File: src/rtl/y_position_mover.sv
// Vertical-position register for the falling block: hold, parallel load,
// bounded single steps and a tick-paced glide toward a clamped target row.
module y_position_mover #(
  parameter int WIDTH    = 7,
  parameter int INIT     = 104,
  parameter int MIN_POS  = 0,
  parameter int MAX_POS  = 119,
  parameter int STEP     = 16,
  parameter int TICK_DIV = 833333
) (
  input  logic             clk,
  input  logic             resetn,
  input  logic             parload,
  input  logic [WIDTH-1:0] value,
  input  logic             move_start,
  input  logic [WIDTH-1:0] target,
  input  logic             step_up,
  input  logic             step_dn,
  output logic [WIDTH-1:0] pos,
  output logic             busy,
  output logic             done
);

  localparam int AW = WIDTH + 2;
  localparam int CW = $clog2(TICK_DIV);

  typedef logic signed [AW-1:0] sval_t;

  localparam sval_t            MIN_S  = sval_t'(MIN_POS);
  localparam sval_t            MAX_S  = sval_t'(MAX_POS);
  localparam sval_t            STEP_S = sval_t'(STEP);
  localparam logic [CW-1:0]    LAST   = CW'(TICK_DIV - 1);
  localparam logic [WIDTH-1:0] INIT_V = WIDTH'(INIT);

  typedef enum logic {IDLE, GLIDE} state_t;

  state_t           state;
  logic [WIDTH-1:0] tgt;
  logic [CW-1:0]    cnt;

  sval_t            p_s, t_s, diff, up_s, dn_s, gl_s;
  logic [WIDTH-1:0] up_pos, dn_pos, glide_pos, value_c, target_c;

  function automatic logic [WIDTH-1:0] clampv(input logic [WIDTH-1:0] x);
    sval_t s;
    s = signed'({2'b00, x});
    if (s < MIN_S) s = MIN_S;
    if (s > MAX_S) s = MAX_S;
    return s[WIDTH-1:0];
  endfunction

  // Two extra bits keep pos +/- STEP representable without wrap before clamping.
  always_comb begin
    p_s  = signed'({2'b00, pos});
    t_s  = signed'({2'b00, tgt});
    up_s = p_s + STEP_S;
    if (up_s > MAX_S) up_s = MAX_S;
    dn_s = p_s - STEP_S;
    if (dn_s < MIN_S) dn_s = MIN_S;
    diff = t_s - p_s;
    if (diff > STEP_S)       gl_s = p_s + STEP_S;
    else if (diff < -STEP_S) gl_s = p_s - STEP_S;
    else                     gl_s = t_s;
    up_pos    = up_s[WIDTH-1:0];
    dn_pos    = dn_s[WIDTH-1:0];
    glide_pos = gl_s[WIDTH-1:0];
    value_c   = clampv(value);
    target_c  = clampv(target);
  end

  always_ff @(posedge clk) begin
    if (!resetn) begin
      state <= IDLE;
      pos   <= INIT_V;
      tgt   <= '0;
      cnt   <= '0;
      busy  <= 1'b0;
      done  <= 1'b0;
    end else begin
      done <= 1'b0;
      if (parload) begin
        pos   <= value_c;
        state <= IDLE;
        busy  <= 1'b0;
        cnt   <= '0;
      end else begin
        case (state)
          IDLE: begin
            if (move_start) begin
              tgt <= target_c;
              if (target_c == pos) begin
                done <= 1'b1;
              end else begin
                state <= GLIDE;
                busy  <= 1'b1;
                cnt   <= '0;
              end
            end else if (step_up && !step_dn) begin
              pos <= up_pos;
            end else if (step_dn && !step_up) begin
              pos <= dn_pos;
            end
          end
          GLIDE: begin
            if (cnt == LAST) begin
              cnt <= '0;
              pos <= glide_pos;
              if (glide_pos == tgt) begin
                state <= IDLE;
                busy  <= 1'b0;
                done  <= 1'b1;
              end
            end else begin
              cnt <= cnt + CW'(1);
            end
          end
          default: state <= IDLE;
        endcase
      end
    end
  end

endmodule

File: config.mk
export PLATFORM = sky130hd
export DESIGN_NAME = y_position_mover
export DESIGN_NICKNAME = d
export VERILOG_FILES = /design/src/rtl/y_position_mover.sv
export SDC_FILE = /design/constraint.sdc
export NUM_CORES = 1
export LEC_CHECK = 0
export ABC_CLOCK_PERIOD_IN_PS = 7600
export BUFFER_PORTS_ARGS = -buffer_cell sky130_fd_sc_hd__buf_4
export CORE_MARGIN = 4
export CORE_UTILIZATION = 53
export DETAILED_ROUTE_END_ITERATION = 7
export PLACE_DENSITY = 0.73
export SLEW_MARGIN = 40
export SYNTH_ARGS = -nofsm -noshare
export SYNTH_HDL_FRONTEND = slang
export SYNTH_SLANG_ARGS = --single-unit
File: constraint.sdc
create_clock -name clk -period 7.6 [get_ports clk]
set_clock_uncertainty 0.05 [all_clocks]
set_input_delay 1.14 -clock clk [delete_from_list [all_inputs] [get_ports clk]]
set_output_delay 1.14 -clock clk [all_outputs]
set_load 0.02 [all_outputs]
==> results of run 1 <==
kinds of logic (layout without fill, tap and decap cells):
family                     after synthesis  after routing  share of synthesized area [%]
and+or+nand+nor                        158            158                           28.6
AOI/OAI and AO/OA                      103            103                           25.7
DFF                                     37             37                           27.9
buffers and inverters                   29             52                           4.10
xor gates and xnor gates                16             16                           5.28
adders and majority gates               13             13                           6.41
muxes                                    5              5                           1.98
critical path: cells and delay by family (launching register included):
family          cells  cell delay, ps
simple gates        5            1050
compound gates      2             740
fa+ha+maj           2             620
flops               1             480
mux                 1             370
xor+xnor            1             160
buf+inv             1              60
sequential cells by signal (all words and copies together), names as in the netlist:
signal	cells
busy	1
cnt	20
done	1
pos	7
state	1
tgt	7
path summary, 6_finish.rpt:
| path | to | slack [ps] | depth (start not counted) |
|---|---|---|---|
| worst min register to register | cnt[19] | 450 | 1 |
| worst max-delay path | pos[4] | 3940 | 12 |
| worst max register to register | pos[4] | 3940 | 12 |
| worst min-delay path | cnt[19] | 450 | 1 |
report_power, final:
group	switching, mW	internal, mW
logic	0.0858	0.0649
registers	0.0135	0.200
clock network	0.0727	0.107
synthesized netlist by cell type, types with 2 or more instances:
| cell | number |
|---|---|
| nor3b_1 | 4 |
| nand3_1 | 13 |
| a21boi_1 | 2 |
| mux2i_1 | 3 |
| nand2_1 | 45 |
| nand4b_1 | 2 |
| o21ai_0 | 14 |
| a31oi_1 | 7 |
| ha_1 | 12 |
| a22oi_1 | 5 |
| nor2_1 | 45 |
| o21ai_1 | 8 |
| a221oi_1 | 2 |
| clkbuf_1 | 13 |
| a21oi_1 | 32 |
| xnor2_1 | 11 |
| nor2b_1 | 5 |
| o22ai_1 | 4 |
| and3_1 | 8 |
| mux2_1 | 2 |
| a21o_1 | 5 |
| nand2b_1 | 4 |
| nor3_1 | 9 |
| dfxtp_1 | 37 |
| inv_1 | 16 |
| a311oi_1 | 5 |
| nand4_1 | 3 |
| nor4_1 | 8 |
| xor2_1 | 5 |
| nor2_2 | 2 |
| a211oi_1 | 2 |
| o211ai_1 | 2 |
through the flow:
step | area, µm² | util, % | worst slack, ps | total power, mW
floorplan | 2660 | - | 4450 | 0.325
global placement | 2900 | 60.6 | 4030 | 0.364
detailed placement | 2910 | 60.7 | 3990 | 0.367
CTS | 3020 | 63.2 | 3970 | 0.546
global route | 3030 | 63.2 | 3570 | 0.572
finish | 3030 | 63.2 | 3940 | 0.544
layer usage:
layer	part of all wire (%)	track usage [%]	vias to the layer above
met1	43	27.2	1251
met3	2.5	3.51	13
met5	0	0	-
met2	53	42.5	50
li1	-	-	1357
met4	2.2	8.39	0
cell type report:
cell class                 instances  area (µm²)
clock buffer                       7        86.3
clock inverter                     1        30.0
fill                             472        1760
inverter                          16        60.1
multi-input combinational        295        1810
sequential                        37         741
tap                               67        83.8
timing repair buffer              28         210
==> results_dict.tcl, run 1 <==
set metrics [dict create \
    status "finished, final reports clean" \
    synth-edff-count 0 \
    first_iter_violations 162 \
    clk_pin_slew_worst_paths_ps 80 \
    async_flop_share_pct 0 \
    cts.sinks 37 \
    fin_crit_ps 3660 \
    worstPathCellList "ha_1 > inv_1 > fa_1 > a211oi_1 > nor2_1 > xnor2_1 > nor4_1 > nor2b_1 > nor2_2 > mux2_1 > a221oi_1 > nor2_1" \
    max_stage_delay_ps 500 \
    cts_resized 0 \
    rsz0062_at_grt "no" \
    syn2layout_area_growth_pct 13.9 \
    final_common_cell "nand2_1" \
    dr.pass1.iters 4 \
    nNetsFinal 416 \
    diodes 0 \
    cp_common_cell "nor2_1" \
    layout.cells.non_filler 451 \
    hpwl_um 5250 \
    yosysSeqAreaShare_pct 27.9 \
    ctsRootBufferMaster "clkbuf_8" \
    syn_area_um2 2660 \
    cp_max_fo 9 \
    cp-end-kind "register" \
    hold_class "register to register" \
    ios 29 \
    worstMarginPinSlew_ps 772 \
    max_cap_viol_count 0 \
    p_leak_nw 1.16 \
    synth_top_area_cell "dfxtp_1" \
    holdWs_ps 452 \
    rows 25 \
    clk_latency_ps 290 \
    antenna_found_initial 0 \
    crit_required_ps 7730 \
    groute.usage.overall_pct 23.2 \
    synthFlopType "dfxtp_1" \
    peakVddDrop_uv 125 \
    drc_errors 0 \
    die_w_um 78.8 \
    slew_viol_final 0 \
    vias_per_cell 5.92 \
    start_util_pct 55.5 \
    finalCritPeriodShare_pct 48.1 \
    synth_warnings 0 \
    cts_tree "done" \
    grt_overflow 0 \
    routabilityCongestion 0.832 \
    power.density_nw_per_um2 180 \
    crit_path_top_delay_cell "a211oi_1" \
    antenna_left 0 \
    tns_ps 0 \
    place_inst 443 \
    grt_pass1_wl_um 11700 \
    cts_buffers 5 \
    die_area_um2 6210 \
    routedWlPerCell_um 15.7 \
    maxSlewHeadroom_pct 48.5 \
    numPortBuffers 28 \
    crit_type "register to register" \
    ys_types 58 \
    finalWirelength_um 7080 \
    grt_max_degree 24 \
    yosysTopAreaCellShare_pct 27.9 \
    ys_ff_latch 37 \
    drive_above_1_share_pct 11.2 \
    arrival_ps 3790 \
    min_from "cnt[19]" \
    synth_cells 361 \
    cp-start-kind "register" \
    setup_viol 0 \
    via_count 2671 \
    cts-root-to-sink-buffers 2 \
    fmax_ghz 0.273 \
    yosys-top-cells-area "dfxtp_1 28%, nand2_1 6.4%, nor2_1 6.4%" \
    post_cts_buffers 0 \
    hold_buffers 0 \
    timing.rr.start "pos[0]" \
    startpoint "pos[0]" \
    core_area_um2 4790 \
    hold_violations 0 \
    die_h_um 78.8 \
    cts.htree.levels 2 \
    final_cell_mix "45 x nand2_1, 43 x nor2_1, 37 x dfxtp_1" \
    synth_nets 394 \
    grt_pass1_vias 2519 \
    syn_area_per_cell_um2 7.36 \
]
No activity file was read; power rests on OpenSTA's default activity.
==> inputs of run 2 (changes only) <==
- ABC_CLOCK_PERIOD_IN_PS: 7600 -> 3440
- clock period: 7.6 -> 3.44 ns (I/O delays scaled with it)
==> run 2 against run 1 <==
Via count up 3.1%. First-iteration DRC count increased by 0.62%. Fmax up 15%. Highest routed layer unchanged.
==> results_dict.tcl, run 2 (synthesis gave the netlist of run 1 again) <==
set metrics [dict create \
    fmax_ghz 0.314 \
    peakVddDrop_uv 301 \
    cts.sinks 37 \
    fin_crit_ps 3190 \
    r2r_slack_ps 250 \
    nFillCells 455 \
    hold_class "input port to register" \
    largest_register_ffs 20 \
    worstPathCellList "inv_1 > fa_1 > a211oi_2 > nor2_1 > xnor2_1 > nor4_1 > nor2b_1 > nor2_2 > buf_4 > mux2_1 > o21ai_1 > o21ai_1" \
    r2r-end "pos[1]" \
    top_regs "cnt: 20 flops, pos: 7 flops, tgt: 7 flops" \
    die_w_um 78.8 \
    top_register "cnt" \
    finalWirelength_um 7290 \
    hold_violations 0 \
    status "finished, final reports clean" \
    clk_pin_slew_worst_paths_ps 80 \
    crit_required_ps 3570 \
    cp-end-kind "register" \
    start_util_pct 55.5 \
    power.density_nw_per_um2 368 \
    antenna_found_initial 0 \
    max_stage_delay_ps 490 \
    min_to "tgt[5]" \
    syn2layout_area_growth_pct 15.3 \
    finalCritPeriodShare_pct 92.6 \
    vias_per_cell 6.00 \
    reg2reg_depth 12 \
    drive_above_1_share_pct 13.0 \
    drt-met1-wl_um 3080 \
    clk_latency_ps 290 \
    nNetsFinal 424 \
    min_path_cells 3 \
    crit_type "register to register" \
    seq_area_um2 741 \
    multiInputGateArea_um2 1820 \
    die_area_um2 6210 \
    crit_path_top_delay_cell "fa_1" \
    min_from "target[5]" \
    cp_top_family "simple AND/OR/NAND/NOR gates" \
    post_cts_buffers 0 \
    grt_max_degree 22 \
    dp_slack_ps 112 \
    routedWlPerCell_um 15.9 \
    drc_errors 0 \
    final_cell_mix "45 x nand2_1, 44 x nor2_1, 37 x dfxtp_1" \
    ctsRootBufferMaster "clkbuf_8" \
    cp-start-kind "register" \
    arrival_ps 3320 \
    timing.final.ws_setup_ps 254 \
    met3_length_um 346 \
    power.total_mw 1.13 \
    first_iter_violations 163 \
    postLayoutCellArea_um2 3060 \
    cts_buffers 5 \
    rsz0062_at_grt "no" \
    routed.top_layer "met4" \
    grt_overflow 0 \
    cts_tree "done" \
    max_cap_viol_count 0 \
    maxSlewHeadroom_pct 50.3 \
    worst-path-buf-inv 2 \
    routabilityCongestion 0.879 \
    cts.htree.levels 2 \
    grt_pass1_vias 2672 \
    groute.usage.overall_pct 24.6 \
    place_area_um2 2970 \
    dr.pass1.iters 4 \
    cts-root-to-sink-buffers 2 \
    hpwl_um 5460 \
    cp_max_fo 6 \
    tns_ps 0 \
    rows 25 \
    p_leak_nw 1.19 \
    slew_viol_final 0 \
    cts_resized 0 \
    ios 29 \
    worstMarginPinSlew_ps 746 \
    antenna_left 0 \
    numPortBuffers 28 \
    hold_buffers 0 \
    core_area_um2 4790 \
    setup_viol 0 \
    timing.rr.start "pos[1]" \
    wl_met2_um 3710 \
    diodes 0 \
    final_common_cell "nand2_1" \
    cp_common_cell "o21ai_1" \
    grt_pass1_wl_um 12300 \
    die_h_um 78.8 \
    via_count 2753 \
]
==> run 2: changes by cell type in the layout (fill, tap and decap cells not counted) <==
cell,before,now
nand2b_1,3,4
nor2_2,4,3
a2bb2oi_2,0,1
clkbuf_8,6,5
bufinv_16,1,0
a211oi_1,2,1
buf_6,0,1
a2bb2oi_1,1,0
a211oi_2,1,2
buf_4,28,35
nor2_1,43,44
nand2b_2,1,0
clkinv_2,0,2
==> run 2: worst reg2reg max path, delay by kind of cell, from the launching register on <==
family,cells,cell delay (ps)
fa+ha+maj,1,490
mux,1,320
compound gates,3,490
xor+xnor,1,150
flops,1,440
buf+inv,2,310
simple gates,4,850
==> run 2: per-layer routing <==
metal	up-vias	GRT usage (%)
li1	1364	-
met1	1295	28.8
met2	79	45.2
met3	15	3.51
met4	0	9.44
met5	-	0
==> run 2: power breakdown <==
group	internal [mW]	leakage, nW	switching (mW)	total (mW)
Clock	0.141	0.0450	0.161	0.302
Sequential	0.442	0.301	0.0155	0.458
Combinational	0.159	0.842	0.209	0.367
==> run 2: worst max-delay path by stage <==
stage	startpoint	to	slack, ps	depth (start not counted)
2_1_floorplan	pos[0]	pos[4]	290	12
3_3_place_gp	tgt[0]	busy	270	13
3_5_place_dp	pos[1]	done	110	11
4_1_cts	pos[1]	done	90	11
5_1_grt	pos[1]	pos[4]	40	11
6_report	pos[1]	pos[1]	250	12
==> run 2: cell type report <==
class | instances | area share (%)
Clock buffer | 6 | 2.37
Clock inverter | 2 | 0.327
Inverter | 16 | 1.96
Multi-Input combinational cell | 295 | 59.5
Sequential cell | 37 | 24.2
Tap cell | 67 | 2.74
Timing Repair Buffer | 36 | 8.95
==> run 2: through the flow <==
step	hold WS [ps]	instances	utilization, %
floorplan	397	361	-
global placement	416	450	61.7
detailed placement	442	451	62.0
CTS	433	459	63.7
global route	444	459	64.0
finish	443	459	64.0
==> inputs of run 3 (changes only) <==
- ABC_CLOCK_PERIOD_IN_PS: 3440 -> 2900
- CAP_MARGIN: unset -> 5
- CTS_BUF_LIST: unset -> sky130_fd_sc_hd__clkbuf_4 sky130_fd_sc_hd__clkbuf_8 sky130_fd_sc_hd__clkbuf_16
- PLACE_DENSITY: 0.73 -> 0.76
- clock period: 3.44 -> 2.9 ns (I/O delays scaled with it)
==> run 3 against run 2 <==
The run now ends with negative setup slack left. Highest routed layer unchanged. Register-to-register slack worse by 390 ps. Combinational power up 45%. Global-route usage up 1.3 points. Count of clock-buffer cells in the layout unchanged. Flip-flop and latch count unchanged. Critical endpoint unchanged. Critical path type unchanged. Wire length up 6.5%.
==> results_dict.tcl, run 3 (synthesis gave the netlist of run 1 again) <==
set metrics [dict create \
    status "finished, violations left" \
    violations "negative setup slack" \
    maxSlewHeadroom_pct 53.3 \
    grt_overflow 0 \
    core_area_um2 4790 \
    diodes 0 \
    routedWlPerCell_um 16.1 \
    start_util_pct 55.5 \
    timing.final.ws_setup_ps -134 \
    crit_required_ps 3020 \
    crit_type "register to register" \
    tns_ps -615 \
    antenna_left 0 \
    fin_crit_ps 3030 \
    grt_pass1_wl_um 12800 \
    reg2reg_depth 14 \
    cts.sinks 37 \
    grt_use_met3_pct 4.54 \
    slew_viol_final 0 \
    final_cell_mix "59 x buf_4, 45 x nand2_1, 43 x nor2_1" \
    dp_slack_ps -203 \
    ctsRootBufferMaster "clkbuf_8" \
    grt_busiest_layer "met2" \
    grt_pass1_vias 2717 \
    largest_register_ffs 20 \
    top_regs "cnt: 20 flops, pos: 7 flops, tgt: 7 flops" \
    p_leak_nw 1.32 \
    cts_buffers 5 \
    fin_util_pct 70.0 \
    drc_errors 0 \
    top_register "cnt" \
    fmax_ghz 0.330 \
    cts_tree "done" \
    first_iter_violations 352 \
    numPortBuffers 28 \
    nFillCells 409 \
    die_h_um 78.8 \
    grt_max_degree 24 \
    ios 29 \
    clk_latency_ps 290 \
    syn2layout_area_growth_pct 26.2 \
    max_cap_viol_count 0 \
    setup_viol 5 \
    cp_max_fo 5 \
    rows 25 \
    antenna_found_initial 0 \
    power.density_nw_per_um2 430 \
    worstMarginPinSlew_ps 696 \
    grtUsageMet2_pct 39.0 \
    dr.pass1.iters 5 \
    peakVddDrop_uv 291 \
    via_count 2915 \
    hold_violations 0 \
    finalWirelength_um 7760 \
    drive_above_1_share_pct 23.3 \
    nNetsFinal 448 \
    hold_class "input port to register" \
    vias_per_cell 6.04 \
    cts-root-to-sink-buffers 2 \
    rsz0062_at_grt "yes" \
    min_path_cells 2 \
    die_w_um 78.8 \
    final_common_cell "buf_4" \
    power.total_mw 1.44 \
    die_area_um2 6210 \
    groute.usage.overall_pct 25.9 \
    routabilityCongestion 0.886 \
    clk_pin_slew_worst_paths_ps 80 \
    cp-end-kind "register" \
    hpwl_um 5580 \
    holdWs_ps 351 \
    use_met1_pct 37.4 \
    arrival_ps 3160 \
    finalCritPeriodShare_pct 105 \
    cts.htree.levels 2 \
    cp-start-kind "register" \
]
==> run 3: area by class of cell <==
class	count	area [µm²]	area share, %
Clock buffer	6	76.3	2.28
Clock inverter	2	10.0	0.299
Inverter	16	60.1	1.79
Multi-Input combinational cell	295	1920	57.2
Sequential cell	37	751	22.4
Tap cell	67	83.8	2.50
Timing Repair Buffer	60	454	13.5
==> run 3: what timing repair did <==
item | CTS | global route
hold buffers | 0 | 0
pin swaps | 11 | 11
gates resized for setup | 11 | 10
buffers inserted | 2 | 1
endpoints found under the setup margin | 9 | 9
==> run 3: per-stage QoR <==
step                cell area [µm²]  std cells
floorplan                      2700        361
global placement               3150        472
global route                   3350        483
CTS                            3290        482
detailed placement             3150        472
finish                         3350        483
==> run 3: worst paths after layout <==
path | start | endpoint | slack (ps)
max | tgt[0] | pos[1] | -130
min | resetn | pos[6] | 350
max reg2reg | tgt[0] | pos[1] | -130
min reg2reg | cnt[19] | cnt[19] | 440
==> run 3: power by group <==
group          switching (mW)  total (mW)  internal [mW]
Clock                   0.192       0.368          0.176
Combinational           0.287       0.533          0.246
Sequential             0.0127       0.538          0.526
==> run 3: layer usage <==
| layer | wire (µm) | vias to the layer above |
|---|---|---|
| met4 | 129 | 0 |
| li1 | - | 1428 |
| met3 | 835 | 19 |
| met5 | 0 | - |
| met1 | 3420 | 1315 |
| met2 | 3380 | 153 |
==> run 3: worst max-delay path: stages (launching register included) <==
cell and delay (ps):
dfxtp_2 330, inv_2 70, ha_4 140, inv_2 40
fa_2 370, a211oi_4 310, nor2_2 90, xnor2_2 140
nor4_1 270, nor2b_1 190, nor2_4 210, buf_6 140
mux2_1 310, o21ai_1 160, o21ai_1 90
